<file path="config.mk">
export PLATFORM = sky130hd
export DESIGN_NAME = alu_seq
export DESIGN_NICKNAME = d
export VERILOG_FILES = /design/src/rtl/alu_pkg.sv /design/src/rtl/adder_nbit.sv /design/src/rtl/alu_seq.sv
export SDC_FILE = /design/constraint.sdc
export NUM_CORES = 1
export LEC_CHECK = 0
export CORE_AREA = 2 2 201 203
export DETAILED_ROUTE_END_ITERATION = 7
export DIE_AREA = 0 0 203 205
export HOLD_SLACK_MARGIN = 0.08
export REMOVE_ABC_BUFFERS = 1
export SYNTH_ARGS = -nofsm -noshare
export SYNTH_HDL_FRONTEND = slang
export SYNTH_SLANG_ARGS = --single-unit
</file>
<file path="constraint.sdc">
create_clock -name clk -period 4.7 [get_ports clk]
set_clock_uncertainty 0.2 [all_clocks]
set_input_delay 0.94 -clock clk [delete_from_list [all_inputs] [get_ports clk]]
set_output_delay 0.94 -clock clk [all_outputs]
set_load 0.005 [all_outputs]
</file>
<file path="src/rtl/alu_pkg.sv">
// Shared definitions for the multicycle ALU: op codes and FSM state encoding.
package alu_pkg;

    localparam int unsigned OP_W    = 3;
    localparam int unsigned STATE_W = 2;

    localparam logic [OP_W-1:0] OP_AND = 3'b000;
    localparam logic [OP_W-1:0] OP_OR  = 3'b001;
    localparam logic [OP_W-1:0] OP_ADD = 3'b010;
    localparam logic [OP_W-1:0] OP_XOR = 3'b011;
    localparam logic [OP_W-1:0] OP_SLT = 3'b100;
    localparam logic [OP_W-1:0] OP_MUL = 3'b101;

    typedef enum logic [STATE_W-1:0] {
        ST_IDLE = 2'b00,
        ST_MUL  = 2'b01,
        ST_DONE = 2'b10
    } state_e;

endpackage

</file>
<file path="src/rtl/adder_nbit.sv">
// WIDTH-bit ripple adder with carry-in, carry-out and signed overflow.
module adder_nbit #(
    parameter int unsigned WIDTH = 32
) (
    input  logic [WIDTH-1:0] a,
    input  logic [WIDTH-1:0] b,
    input  logic             cin,
    output logic [WIDTH-1:0] sum,
    output logic             cout,
    output logic             ovf
);

    assign {cout, sum} = (WIDTH+1)'(a) + (WIDTH+1)'(b) + (WIDTH+1)'(cin);
    assign ovf = (a[WIDTH-1] == b[WIDTH-1]) && (sum[WIDTH-1] != a[WIDTH-1]);

endmodule

</file>
<file path="src/rtl/alu_seq.sv">
// Multicycle ALU with registered flags, SLT and a shift-add multiplier,
// valid/ready handshaked on both sides.
module alu_seq
    import alu_pkg::*;
#(
    parameter int unsigned WIDTH = 32
) (
    input  logic             clk,
    input  logic             rst_n,
    input  logic             in_valid,
    output logic             in_ready,
    input  logic [WIDTH-1:0] a,
    input  logic [WIDTH-1:0] b,
    input  logic             ainvert,
    input  logic             binvert,
    input  logic [2:0]       op,
    output logic             out_valid,
    input  logic             out_ready,
    output logic [WIDTH-1:0] result,
    output logic             zero,
    output logic             carry,
    output logic             overflow
);

    localparam int unsigned CNT_W = (WIDTH > 1) ? $clog2(WIDTH) : 1;

    state_e             state_q, state_d;
    logic [WIDTH-1:0]   result_q, result_d;
    logic [WIDTH-1:0]   mcand_q, mcand_d;
    logic [WIDTH-1:0]   mplier_q, mplier_d;
    logic [CNT_W-1:0]   cnt_q, cnt_d;
    logic               zero_q, zero_d;
    logic               carry_q, carry_d;
    logic               ovf_q, ovf_d;
    logic               in_ready_q, in_ready_d;
    logic               out_valid_q, out_valid_d;

    logic               accept;
    logic               is_slt;
    logic               is_arith;
    logic [WIDTH-1:0]   a_eff, b_eff;
    logic [WIDTH-1:0]   alu_b, alu_sum, alu_res;
    logic               alu_cin, alu_cout, alu_ovf;
    logic [WIDTH-1:0]   acc_addend, acc_sum;
    logic               mul_cout_unused, mul_ovf_unused;

    assign accept   = in_valid && (state_q == ST_IDLE);
    assign is_slt   = (op == OP_SLT);
    assign is_arith = (op == OP_ADD) || is_slt;
    assign a_eff    = ainvert ? ~a : a;
    assign b_eff    = binvert ? ~b : b;

    // SLT always subtracts, regardless of what binvert asks of the adder
    assign alu_b   = is_slt ? ~b_eff : b_eff;
    assign alu_cin = is_slt ? 1'b1 : binvert;

    adder_nbit #(.WIDTH(WIDTH)) u_alu_add (
        .a    (a_eff),
        .b    (alu_b),
        .cin  (alu_cin),
        .sum  (alu_sum),
        .cout (alu_cout),
        .ovf  (alu_ovf)
    );

    assign acc_addend = mplier_q[0] ? mcand_q : '0;

    adder_nbit #(.WIDTH(WIDTH)) u_mul_acc (
        .a    (result_q),
        .b    (acc_addend),
        .cin  (1'b0),
        .sum  (acc_sum),
        .cout (mul_cout_unused),
        .ovf  (mul_ovf_unused)
    );

    always_comb begin
        alu_res = '0;
        case (op)
            OP_AND:  alu_res = a_eff & b_eff;
            OP_OR:   alu_res = a_eff | b_eff;
            OP_XOR:  alu_res = a_eff ^ b_eff;
            OP_ADD:  alu_res = alu_sum;
            OP_SLT:  alu_res = WIDTH'(alu_sum[WIDTH-1] ^ alu_ovf);
            default: alu_res = '0;
        endcase
    end

    always_ff @(posedge clk or negedge rst_n) begin
        if (!rst_n) begin
            state_q <= ST_IDLE;
        end else begin
            state_q <= state_d;
        end
    end

    always_comb begin
        state_d = state_q;
        case (state_q)
            ST_IDLE: if (accept) state_d = (op == OP_MUL) ? ST_MUL : ST_DONE;
            ST_MUL:  if (cnt_q == CNT_W'(WIDTH-1)) state_d = ST_DONE;
            ST_DONE: if (out_ready) state_d = ST_IDLE;
            default: state_d = ST_IDLE;
        endcase
    end

    always_comb begin
        result_d    = result_q;
        zero_d      = zero_q;
        carry_d     = carry_q;
        ovf_d       = ovf_q;
        mcand_d     = mcand_q;
        mplier_d    = mplier_q;
        cnt_d       = cnt_q;
        in_ready_d  = (state_d == ST_IDLE);
        out_valid_d = (state_d == ST_DONE);
        case (state_q)
            ST_IDLE: begin
                if (accept && (op == OP_MUL)) begin
                    mcand_d  = a_eff;
                    mplier_d = b_eff;
                    cnt_d    = '0;
                    result_d = '0;
                    zero_d   = 1'b0;
                    carry_d  = 1'b0;
                    ovf_d    = 1'b0;
                end else if (accept) begin
                    result_d = alu_res;
                    zero_d   = (alu_res == '0);
                    carry_d  = is_arith ? alu_cout : 1'b0;
                    ovf_d    = is_arith ? alu_ovf : 1'b0;
                end
            end
            // one partial product per cycle, accumulated in the result register
            ST_MUL: begin
                result_d = acc_sum;
                zero_d   = (acc_sum == '0);
                mcand_d  = mcand_q << 1;
                mplier_d = mplier_q >> 1;
                cnt_d    = cnt_q + CNT_W'(1);
            end
            default: ;
        endcase
    end

    always_ff @(posedge clk or negedge rst_n) begin
        if (!rst_n) begin
            result_q    <= '0;
            zero_q      <= 1'b0;
            carry_q     <= 1'b0;
            ovf_q       <= 1'b0;
            mcand_q     <= '0;
            mplier_q    <= '0;
            cnt_q       <= '0;
            in_ready_q  <= 1'b1;
            out_valid_q <= 1'b0;
        end else begin
            result_q    <= result_d;
            zero_q      <= zero_d;
            carry_q     <= carry_d;
            ovf_q       <= ovf_d;
            mcand_q     <= mcand_d;
            mplier_q    <= mplier_d;
            cnt_q       <= cnt_d;
            in_ready_q  <= in_ready_d;
            out_valid_q <= out_valid_d;
        end
    end

    assign in_ready  = in_ready_q;
    assign out_valid = out_valid_q;
    assign result    = result_q;
    assign zero      = zero_q;
    assign carry     = carry_q;
    assign overflow  = ovf_q;

endmodule

</file>
==> After elaboration in Yosys (flattened, before gate mapping) <==
Cells that the tools add are included.
{ "classes": {"addsub": 4, "n_eq_ne": 13, "n_mux": 29, "bitwise_logic": 7, "n_reduce_logical": 14} }
{ "ops": {"columns": ["op", "count"], "rows": [
  ["32-bit 2-to-1 mux", 8],
  ["32-bit case mux with 2 select lines", 3],
  ["32-bit case mux with 5 select lines", 1],
  ["32-bit inverter", 3],
  ["32-bit logical NOT", 2],
  ["32-bit by 32-bit adder with 33-bit output", 1],
  ["33-bit by 1-bit adder with 33-bit output", 1],
  ["32-bit adder", 1],
  ["32-bit AND", 1],
  ["32-bit OR", 1],
  ["32-bit XOR", 1],
  ["5-bit case mux with 2 select lines", 1],
  ["1-bit 2-to-1 mux", 9],
  ["2-bit 2-to-1 mux", 4],
  ["3-bit by 2-bit equality test with 1-bit output (second input constant)", 2],
  ["3-bit equality test (second input constant)", 2],
  ["2-bit case mux with 3 select lines", 1],
  ["2-bit AND reduction", 3],
  ["5-bit by 1-bit adder with 5-bit output (second input constant)", 1],
  ["5-bit equality test (second input constant)", 1],
  ["5-bit 2-to-1 mux", 1],
  ["2-bit equality test (second input constant)", 2],
  ["2-bit logical NOT", 2],
  ["2-bit nonzero test", 2],
  ["11 further kinds", 13]
]} }
{ "totals": {"regBits": 108, "output_inout_bits": 37} }

==> Depth between registers and ports, before layout <==
Gate-level depths: netlist of run 1.
{ "logic_depth": {"word_depth": 14, "ltp_mapped": 20, "depth_no_buf": 16} }

==> Modules after synthesis <==
A second synthesis of run 1 with hierarchy kept.
{ "unflattened": {"hier_cells": 1229, "area_unflattened_um2": 10819.1} }
{ "by_module_without_submodules": {"columns": ["module", "instances", "cells_each", "area_each_um2"], "rows": [
  ["alu_seq", 1, 732, 7250.7],
  ["adder_nbit (u_mul_acc)", 1, 269, 1881.8],
  ["adder_nbit (u_alu_add)", 1, 228, 1686.6]
]} }

==> Worst setup path after synthesis of run 1 <==
Ideal clock, no wire load.
{ "synth_timing": {"path_type": "input-to-reg", "startpoint": "input port op[0]", "endpoint": "register zero_q, in the netlist zero", "arrival_time_ns": 5.325, "required_ns": 4.431, "path_slack_ns": -0.894, "stages": 20, "path_buffers": 6, "cell_sequence": "clkbuf_1 -> clkbuf_1 -> clkbuf_1 -> buf_2 -> nor3_1 -> clkbuf_1 -> xnor2_1 -> ha_1 -> clkbuf_1 -> o211ai_1 -> nor3_1 -> a21oi_1 -> or4_1 -> a21o_1 -> a21oi_1 -> mux2i_1 -> and3_1 -> o2111a_1 -> nand4bb_1 -> nand3_1"} }
{ "synth_between": {"elab_chain_cells": 12, "elab_cells_between_ends": 22, "classes_between": "add/sub (2); eq/ne (8); mux (6); bitwise (1); reduce/logical (5)"} }
{ "synth_lines": {"columns": ["element", "line_no", "text"], "rows": [
  ["from (decl)", "alu_seq.sv:16", "input logic [2:0] op,"],
  ["3-bit equality test", "alu_seq.sv:48, alu_seq.sv:79", null],
  ["32-bit 2-to-1 mux", "alu_seq.sv:54", "assign alu_b = is_slt ? ~b_eff : b_eff;"],
  ["32-bit by 32-bit adder with 33-bit output", "adder_nbit.sv:13", "assign {cout, sum} = (WIDTH+1)'(a) + (WIDTH+1)'(b) + (WIDTH+1)'(cin);"],
  ["33-bit by 1-bit adder with 33-bit output", "adder_nbit.sv:13", null],
  ["1-bit inequality test", "adder_nbit.sv:14", "assign ovf = (a[WIDTH-1] == b[WIDTH-1]) && (sum[WIDTH-1] != a[WIDTH-1]);"],
  ["1-bit logical AND", "adder_nbit.sv:14", null],
  ["1-bit XOR", "alu_seq.sv:84", "OP_SLT: alu_res = WIDTH'(alu_sum[WIDTH-1] ^ alu_ovf);"],
  ["32-bit case mux with 5 select lines", "alu_seq.sv:79", "case (op)"],
  ["32-bit logical NOT", "alu_seq.sv:129", "zero_d = (alu_res == '0);"],
  ["1-bit 2-to-1 mux", "alu_seq.sv:127", "end else if (accept) begin"],
  ["1-bit 2-to-1 mux", "alu_seq.sv:119", "if (accept && (op == OP_MUL)) begin"],
  ["1-bit case mux with 2 select lines", "alu_seq.sv:117", "case (state_q)"],
  ["to (signal assigned)", "alu_seq.sv:159", "zero_q <= zero_d;"],
  ["to (decl)", "alu_seq.sv:32", "logic zero_q, zero_d;"]
]} }
Several ways; a longest one is shown, not always the timed one. The select of a mux whose other input is x is not followed.
A chain may end at the register's enable or synchronous reset.

==> Final worst setup path of run 1 <==
{ "layout_timing": {"startpoint": "input port b[1]", "endpoint": "register zero_q, in the netlist zero"} }
{ "layout_between": {"elab_chain_cells": 14, "elab_cells_between_ends": 17, "classes_between": "add/sub (2); eq/ne (1); mux (6); bitwise (6); reduce/logical (2)"} }
{ "layout_lines": {"columns": ["element", "line_no", "text"], "rows": [
  ["from (decl)", "alu_seq.sv:13", "input logic [WIDTH-1:0] b,"],
  ["32-bit inverter", "alu_seq.sv:51", "assign b_eff = binvert ? ~b : b;"],
  ["32-bit 2-to-1 mux (*)", "alu_seq.sv:51", null],
  ["32-bit inverter", "alu_seq.sv:54", null],
  ["32-bit 2-to-1 mux", "alu_seq.sv:54", null],
  ["32-bit by 32-bit adder with 33-bit output", "adder_nbit.sv:13", null],
  ["33-bit by 1-bit adder with 33-bit output", "adder_nbit.sv:13", null],
  ["1-bit inequality test", "adder_nbit.sv:14", null],
  ["1-bit logical AND", "adder_nbit.sv:14", null],
  ["1-bit XOR", "alu_seq.sv:84", null],
  ["32-bit case mux with 5 select lines (*)", "alu_seq.sv:79", null],
  ["32-bit logical NOT (*)", "alu_seq.sv:129", null],
  ["1-bit 2-to-1 mux (*)", "alu_seq.sv:127", null],
  ["1-bit 2-to-1 mux (*)", "alu_seq.sv:119", null],
  ["1-bit case mux with 2 select lines (*)", "alu_seq.sv:117", null]
]} }
Every way passes the cells marked *; elsewhere a longest branch is shown, timed or not. The select of a mux whose other input is x is not followed.

==> results of run 1 <==
-- Yosys cell counts (all sizes together) (12+ instances only) --
library cell  count
xnor2           132
ha              128
nor2            126
nand2           111
dfrtp           107
o21ai           100
a21oi            92
inv              90
clkbuf           72
a221o            64
and2             39
nand3            26
a21o             18
xor2             17
nand2b           15
a31oi            14
nand4            14
a211oi           13
o21a             13
buf              12
nor3             12
-- power by group --
| part | internal, W | total [W] | switching, W |
|---|---|---|---|
| registers | 0.00134 | 0.00170 | 0.000358 |
| logic | 0.00194 | 0.00396 | 0.00202 |
| clock network | 0.000394 | 0.000796 | 0.000402 |
-- worst max-delay path by stage --
stage / start / end / slack [ns] / depth (start not counted)
5_1_grt: op[2] / zero$_DFFE_PN0P_ / -0.11 / 18
6_report: b[1] / zero$_DFFE_PN0P_ / 0.07 / 15
3_5_place_dp: op[2] / zero$_DFFE_PN0P_ / -0.77 / 18
2_1_floorplan: op[2] / result[30]$_DFFE_PN0P_ / -3.20 / 16
4_1_cts: b[0] / zero$_DFFE_PN0P_ / 0.006 / 20
3_3_place_gp: op[2] / zero$_DFFE_PN0P_ / -0.61 / 18
-- sequential cells by signal (all words and copies together) (netlist names) --
register	flops
cnt_q	5
mcand_q	32
zero	1
carry	1
overflow	1
result	32
out_valid	1
in_ready	1
mplier_q	32
state_q	2
-- worst reg2reg max path, stage by stage, from the launching register on --
cell,delay [ns]
sky130_fd_sc_hd__dfrtp_1,0.40
sky130_fd_sc_hd__and2_1,0.17
sky130_fd_sc_hd__ha_1,0.21
sky130_fd_sc_hd__fa_1,0.45
sky130_fd_sc_hd__a211o_1,0.34
sky130_fd_sc_hd__a211oi_2,0.24
sky130_fd_sc_hd__o21ai_1,0.16
sky130_fd_sc_hd__a21oi_2,0.20
sky130_fd_sc_hd__o31a_1,0.21
sky130_fd_sc_hd__xor2_1,0.30
sky130_fd_sc_hd__nand2_1,0.08
sky130_fd_sc_hd__or4_1,0.45
sky130_fd_sc_hd__nor4_1,0.35
sky130_fd_sc_hd__or4b_1,0.50
sky130_fd_sc_hd__nand3_1,0.10
-- cells by family after synthesis --
| group | Yosys count | share of synthesized area (%) |
|---|---|---|
| buffers and inverters | 175 | 5.91 |
| AOI/OAI and AO/OA | 414 | 25.6 |
| and+or+nand+nor | 395 | 16.5 |
| muxes | 14 | 1.72 |
| adders and majority gates | 131 | 14.7 |
| xor gates and xnor gates | 149 | 11.6 |
| DFF | 108 | 24.0 |
-- routing by layer --
| layer | vias up | track usage (%) |
|---|---|---|
| met3 | 55 | 1.26 |
| met1 | 5374 | 28.1 |
| met5 | - | 0 |
| li1 | 5548 | - |
| met2 | 272 | 31.3 |
| met4 | 0 | 7.53 |
-- timing repair --
item,in CTS,in global routing
pin swaps,16,18
cloned,0,0
endpoints found under the setup margin,14,13
resized for setup,26,34
buffers inserted,12,1
hold endpoints to repair,0,0
-- layout make-up --
type,count,share of cell area [%]
well taps,525,4.34
clock inverters,4,0.223
clock buffers,12,1.69
inverters,91,2.27
multi-input cells,1103,53.8
repair buffers,356,19.8
flip-flops and latches,108,17.9
-- per-stage QoR --
step	TNS (ns)	setup slack, ns	cells
2_1_floorplan	-96.18	-3.20	1302
3_3_place_gp	-8.26	-0.605	2170
3_5_place_dp	-10.68	-0.771	2170
4_1_cts	0	0.00586	2198
5_1_grt	-0.114	-0.114	2199
6_report	0	0.0696	2199
==> implementation parameters, run 1 <==
Parameter                              Value

Critical path
  Required time reported for the critical path endpoint ... 4.82 ns
  Crit-path slowest cell ... sky130_fd_sc_hd__mux4_2
  Max incr delay on CP ... 0.50 ns
  Most used cell, CP ... sky130_fd_sc_hd__nor4_2
  Worst R2R End ... zero$_DFFE_PN0P_
  RR Startpoint ... mcand_q[0]$_DFFE_PN0P_
  Slack of the worst reg-to-reg path ... approximately 0.28 ns
  Data arrival at the endpoint of the critical path ... 4.75 ns
  Critical path type ... input port to flip-flop
  Depth of the worst register-to-register path ... 14
  Cell class contributing the biggest share of worst-path delay ... simple AND/OR/NAND/NOR gates
  Bufs and invs on worst path ... 2
  Cell-by-cell listing of the critical path ... clkdlybuf4s50_1, xnor2_2, xnor2_2, fa_2, mux4_2, nor4_2, a41oi_1, nor3_2, o2111ai_2, nor4_2, buf_4, nand4_1, nor4_2, nand4bb_1, nand3_1
  Max Fanout on Critical Path ... 2
  Kind of capture point of the worst setup path ... flip-flop
  Type of origin of the critical path ... input port

STA
  Tcrit/Tclk final ... 98.5%
  Final setup violation count ... 0
  Worst Max-Slew Pin Slew ... 0.939 ns
  RSZ-0062 raised after global routing ... true
  Max Fclk ... 0.216 GHz
  Clock period minus worst slack ... 4.63 ns
  Final-report hold violation count ... 0
  Max-slew headroom at the worst pin ... between 30 and 40%
  Worst hold slack ... slightly below 0.3 ns
  Pins Over Slew Limit ... 0

Placement
  Area of placed instances ... between 10000 and 15000 um2
  RD Place Congestion ... 0.947
  Count of port buffers added during placement ... 109
  Post-detailed-placement half-perimeter wirelength ... 32.5 mm

Final layout
  Commonest non-fill, non-tap cells in the layout ... 241 x sky130_fd_sc_hd__buf_4, 128 x sky130_fd_sc_hd__ha_1, 126 x sky130_fd_sc_hd__nor2_1, 123 x sky130_fd_sc_hd__xnor2_1, 111 x sky130_fd_sc_hd__nand2_1
  Footprint of the multi-input gates ... 8140 um2
  Count of nets after finishing ... roughly 1900
  FF+latch area ... 2700 um2
  Most common cell after layout, fill and taps aside ... sky130_fd_sc_hd__buf_4
  Area growth from synthesis to layout ... 34.2%
  Util after Layout ... 38.5%
  Final std cell area, no fill ... about 15000 um2
  Layout fillers ... about 4000
  Ant diodes ... 0
  Fraction of layout cells with a size suffix above 1 ... about a fifth

Yosys
  Synth area leader ... sky130_fd_sc_hd__dfrtp_1
  Leading register cell type out of synthesis ... sky130_fd_sc_hd__dfrtp_1
  Asr flop ratio synth ... 100%
  Cells taking the most area after synthesis ... sky130_fd_sc_hd__dfrtp_1 24%, sky130_fd_sc_hd__ha_1 14%, sky130_fd_sc_hd__xnor2_1 10%, sky130_fd_sc_hd__a221o_1 5.7%, sky130_fd_sc_hd__o21ai_0 4.3%
  Mapped Area ... roughly 11000 um2
  Number of warnings issued by yosys ... 0
  Cell variety after synth ... 75
  Avg Cell Area, Syn ... 8.14 um2
  Instance count of the mapped netlist ... 1386
  Post-synth EDFFs ... 0
  Flip-flop and latch count after synthesis ... ~110
  Post-synthesis sequential area ratio ... 24.0%
  Portion of synthesized cell area occupied by the leading cell type ... 23.7%

Detailed routing
  ANT nets after route ... 0
  Residual DRC ... 0
  Final Routed Wirelength ... 40.5 mm
  Highest routed metal layer ... met4
  Via density per instance ... 5.12
  Number of detailed-routing iterations run before antenna repair ... 5
  Met2 WL ... 17.9 mm
  DR WL met3 ... 1.38 mm
  Wire per inst ... about 18 um
  Iteration-0 DRC count of the detailed router ... 763
  WL met1 ... 19.8 mm
  Total vias in the final route ... approximately 11000

Clocking
  Deepest clock path buffer count ... 2
  Clock buffers created by TritonCTS ... 9
  CTS sink count ... 108
  Number of H-tree levels ... 3
  Insertion delay to the later sink of the worst-skew pair ... 0.38 ns
  TritonCTS clock tree ... done
  Number of hold-repair buffers added at the cts stage ... 0
  Register clock-pin slew on the reported worst setup and hold paths ... around 0.07 ns
  Clock Root Buffer ... sky130_fd_sc_hd__clkbuf_16

Power and ir drop
  Max rail drop VDD ... 0.000163 V
  Leakage power of the design ... 6.90 nW
  Power consumption ... 0.00646 W
  Total power density per cell area ... 427 nW/um2

GRT
  Global-route congestion overflow total ... 0
  Initial antenna violation count ... 0
  Via count of the first global-routing pass ... 11300
  Global-route wire length before repair ... 63.9 mm
  Largest net degree at the start of global routing ... 72
  Gr usage total ... 19.8%

Hold path
  Worst min-delay path startpoint ... cnt_q[3]$_DFFE_PN0P_
  Worst hold endpoint ... cnt_q[3]$_DFFE_PN0P_
  Class of the tightest hold or removal check ... flip-flop to flip-flop
  Number of instances on the worst hold path ... 1

Floorplan
  Num rows ... 73
  Num ports ... 110
  Placeable core region ... 39400 um2
  Die H ... between 200 and 250 um
  Initial standard-cell utilization of the core ... 28.7%
  Width of the die ... 203 um
  Die area ... 41600 um2

Outcome
  Outcome ... complete, no violations

Job
  Number of maximum-capacitance constraint violations ... 0
Power figures use the tool's default switching activity.
==> run 2, diff against run 1 <==
Settings changed: MAX_ROUTING_LAYER set to met4.
==> run 2 against run 1 <==
Maximum frequency rose by 3.1%. Largest cell class unchanged. Clock power barely moved. Count of clock-buffer cells in the layout fell by 3. Highest routed layer unchanged. Hold slack got worse by 0.00086 ns. First-iteration DRC count rose by 7.6%. Largest power group unchanged. Register-to-register slack barely moved. Power rose by 0.35%. Non-clock buffer count rose by 9. Sequential share of layout area barely moved.
==> implementation parameters, run 2 (synthesized netlist as in run 1, its figures left out) <==
Parameter                              Value

Detailed routing
  Wire per inst ... 18.4 um
  Number of detailed-routing iterations run before antenna repair ... 6
  Via density per instance ... 5.12
  Total vias in the final route ... 11300
  Residual DRC ... 0
  Iteration-0 DRC count of the detailed router ... 821
  Final Routed Wirelength ... 40.6 mm
  ANT nets after route ... 0

Clocking
  Clock buffers created by TritonCTS ... 9
  Number of H-tree levels ... 3
  Register clock-pin slew on the reported worst setup and hold paths ... 0.08 ns
  Number of hold-repair buffers added at the cts stage ... 0
  CTS sink count ... approximately 110
  Insertion delay to the later sink of the worst-skew pair ... 0.37 ns
  TritonCTS clock tree ... done
  Deepest clock path buffer count ... 2
  Clock Root Buffer ... sky130_fd_sc_hd__clkbuf_16

STA
  Clock period minus worst slack ... 4.49 ns
  Max-slew headroom at the worst pin ... 32.9%
  Final-report hold violation count ... 0
  Max Fclk ... around 0.22 GHz
  Total negative setup slack ... 0 ns
  Pins Over Slew Limit ... 0
  Worst Max-Slew Pin Slew ... 1.00 ns
  Tcrit/Tclk final ... 95.6%
  Final setup violation count ... 0

Placement
  Post-detailed-placement half-perimeter wirelength ... 32.7 mm
  Inst Count DP ... 2178
  RD Place Congestion ... 0.945
  Count of port buffers added during placement ... 109

Final layout
  Util after Layout ... 38.6%
  Layout fillers ... 4030
  Count of nets after finishing ... 1882
  Ant diodes ... 0
  Number of cells in the finished layout apart from fillers ... 2208
  Commonest non-fill, non-tap cells in the layout ... 251 x sky130_fd_sc_hd__buf_4, 128 x sky130_fd_sc_hd__xnor2_1, 128 x sky130_fd_sc_hd__ha_1, 126 x sky130_fd_sc_hd__nor2_1, 110 x sky130_fd_sc_hd__nand2_1
  Most common cell after layout, fill and taps aside ... sky130_fd_sc_hd__buf_4
  Area growth from synthesis to layout ... 34.5%
  Fraction of layout cells with a size suffix above 1 ... 20.4%

Floorplan
  Die area ... 41600 um2
  Num rows ... 73
  Die H ... just over 200 um
  Num ports ... 110
  Width of the die ... 203 um
  Placeable core region ... 39400 um2
  Initial standard-cell utilization of the core ... 28.7%

Power and ir drop
  Leakage power of the design ... 6.90 nW
  Total internal power ... 0.00366 W
  Clock network fraction of total power ... 12.3%
  Switch Pwr ... 0.00282 W
  Logic gate share of total power ... 61.3%
  Share of total power consumed by net switching ... 43.6%
  Total power density per cell area ... about 430 nW/um2
  Share of total power in sequential cells ... a little over a quarter
  Max rail drop VDD ... 0.000159 V

GRT
  Initial antenna violation count ... 0
  Global-route congestion overflow total ... 0
  Via count of the first global-routing pass ... approximately 11000
  Largest net degree at the start of global routing ... 72
  Gr usage total ... 20.1%
  Global-route wire length before repair ... 63.4 mm

Outcome
  Outcome ... complete, no violations

Job
  Number of maximum-capacitance constraint violations ... 0

Critical path
  Critical path type ... input port to flip-flop
  Kind of capture point of the worst setup path ... flip-flop
  Required time reported for the critical path endpoint ... approximately 4.8 ns
  Max Fanout on Critical Path ... 8
  Type of origin of the critical path ... input port
  Data arrival at the endpoint of the critical path ... approximately 4.6 ns

Hold path
  Class of the tightest hold or removal check ... flip-flop to flip-flop
## run 2: cell types whose count changed in the layout (fill, tap and decap cells not counted), sizes merged
| cell | delta |
|---|---|
| buf | +8 |
| clkbuf | -4 |
| dlygate4sd2 | +4 |
| clkinv | +2 |
| dlymetal6s2s | -2 |
| inv | +2 |
| clkinvlp | -1 |
## run 2: cell type report
cell class	count	area [um2]	area share [%]
Clock inverter	7	70.1	0.462
Inverter	91	343	2.26
Sequential cell	108	2700	17.8
Timing Repair Buffer	365	3060	20.1
Tap cell	525	657	4.33
Multi-Input combinational cell	1103	8120	53.5
Clock buffer	9	225	1.48
## run 2: worst paths after layout
check | start | end | cells after the start | slack [ns]
max | op[1] | result[28]$_DFFE_PN0P_ | 19 | 0.21
min | carry$_DFFE_PN0P_ | carry$_DFFE_PN0P_ | 2 | 0.29
max reg2reg | mcand_q[0]$_DFFE_PN0P_ | zero$_DFFE_PN0P_ | 14 | 0.28
min reg2reg | carry$_DFFE_PN0P_ | carry$_DFFE_PN0P_ | 2 | 0.29
max in group asynchronous | rst_n | result[14]$_DFFE_PN0P_ | 2 | 2.94
min in group asynchronous | rst_n | cnt_q[3]$_DFFE_PN0P_ | 1 | 0.43
## run 2: through the flow
stage	area (um2)	hold WS (ns)	worst slack, ns	power [W]
global route	15200	0.329	-0.0132	0.00698
global placement	14600	0.270	-0.651	0.00555
floorplan	11000	0.249	-3.20	0.00384
detailed placement	14600	0.268	-0.712	0.00558
CTS	15000	0.287	0.0316	0.00644
finish	15200	0.289	0.209	0.00648
## run 2: layer usage
metal	up-vias	track usage (%)	routed length, um
li1	5562	-	-
met3	49	1.51	1410
met5	-	-	0
met4	0	5.19	847
met1	5440	27.9	19900
met2	262	31.6	18400
## run 2: power groups by stage
stage	Sequential, W	Clock, W	Combinational [W]
floorplan	0.00161	0	0.00223
global placement	0.00172	0	0.00383
detailed placement	0.00173	0	0.00385
CTS	0.00171	0.000819	0.00391
global route	0.00177	0.000849	0.00436
finish	0.00171	0.000797	0.00397
## run 2: critical path, cell delays in order
cell and delay, ns:
sky130_fd_sc_hd__dlygate4sd2_1 0.27, sky130_fd_sc_hd__nor3_4 0.26, sky130_fd_sc_hd__buf_4 0.16, sky130_fd_sc_hd__buf_6 0.13, sky130_fd_sc_hd__buf_4 0.16, sky130_fd_sc_hd__xnor2_1 0.09
sky130_fd_sc_hd__ha_1 0.37, sky130_fd_sc_hd__nand2_2 0.10, sky130_fd_sc_hd__nor3_2 0.19, sky130_fd_sc_hd__a21oi_2 0.09, sky130_fd_sc_hd__buf_4 0.16, sky130_fd_sc_hd__or4_4 0.50
sky130_fd_sc_hd__a21o_1 0.24, sky130_fd_sc_hd__a21oi_2 0.17, sky130_fd_sc_hd__mux2i_1 0.22, sky130_fd_sc_hd__nand2_1 0.07, sky130_fd_sc_hd__nand2_1 0.08, sky130_fd_sc_hd__o21ai_0 0.09
sky130_fd_sc_hd__mux2_2 0.28
## run 2: what timing repair did
item	in CTS	in global routing
setup endpoints to repair	18	16
pin swaps	16	16
gates cloned	0	0
setup buffers	10	4
resized for setup	27	22
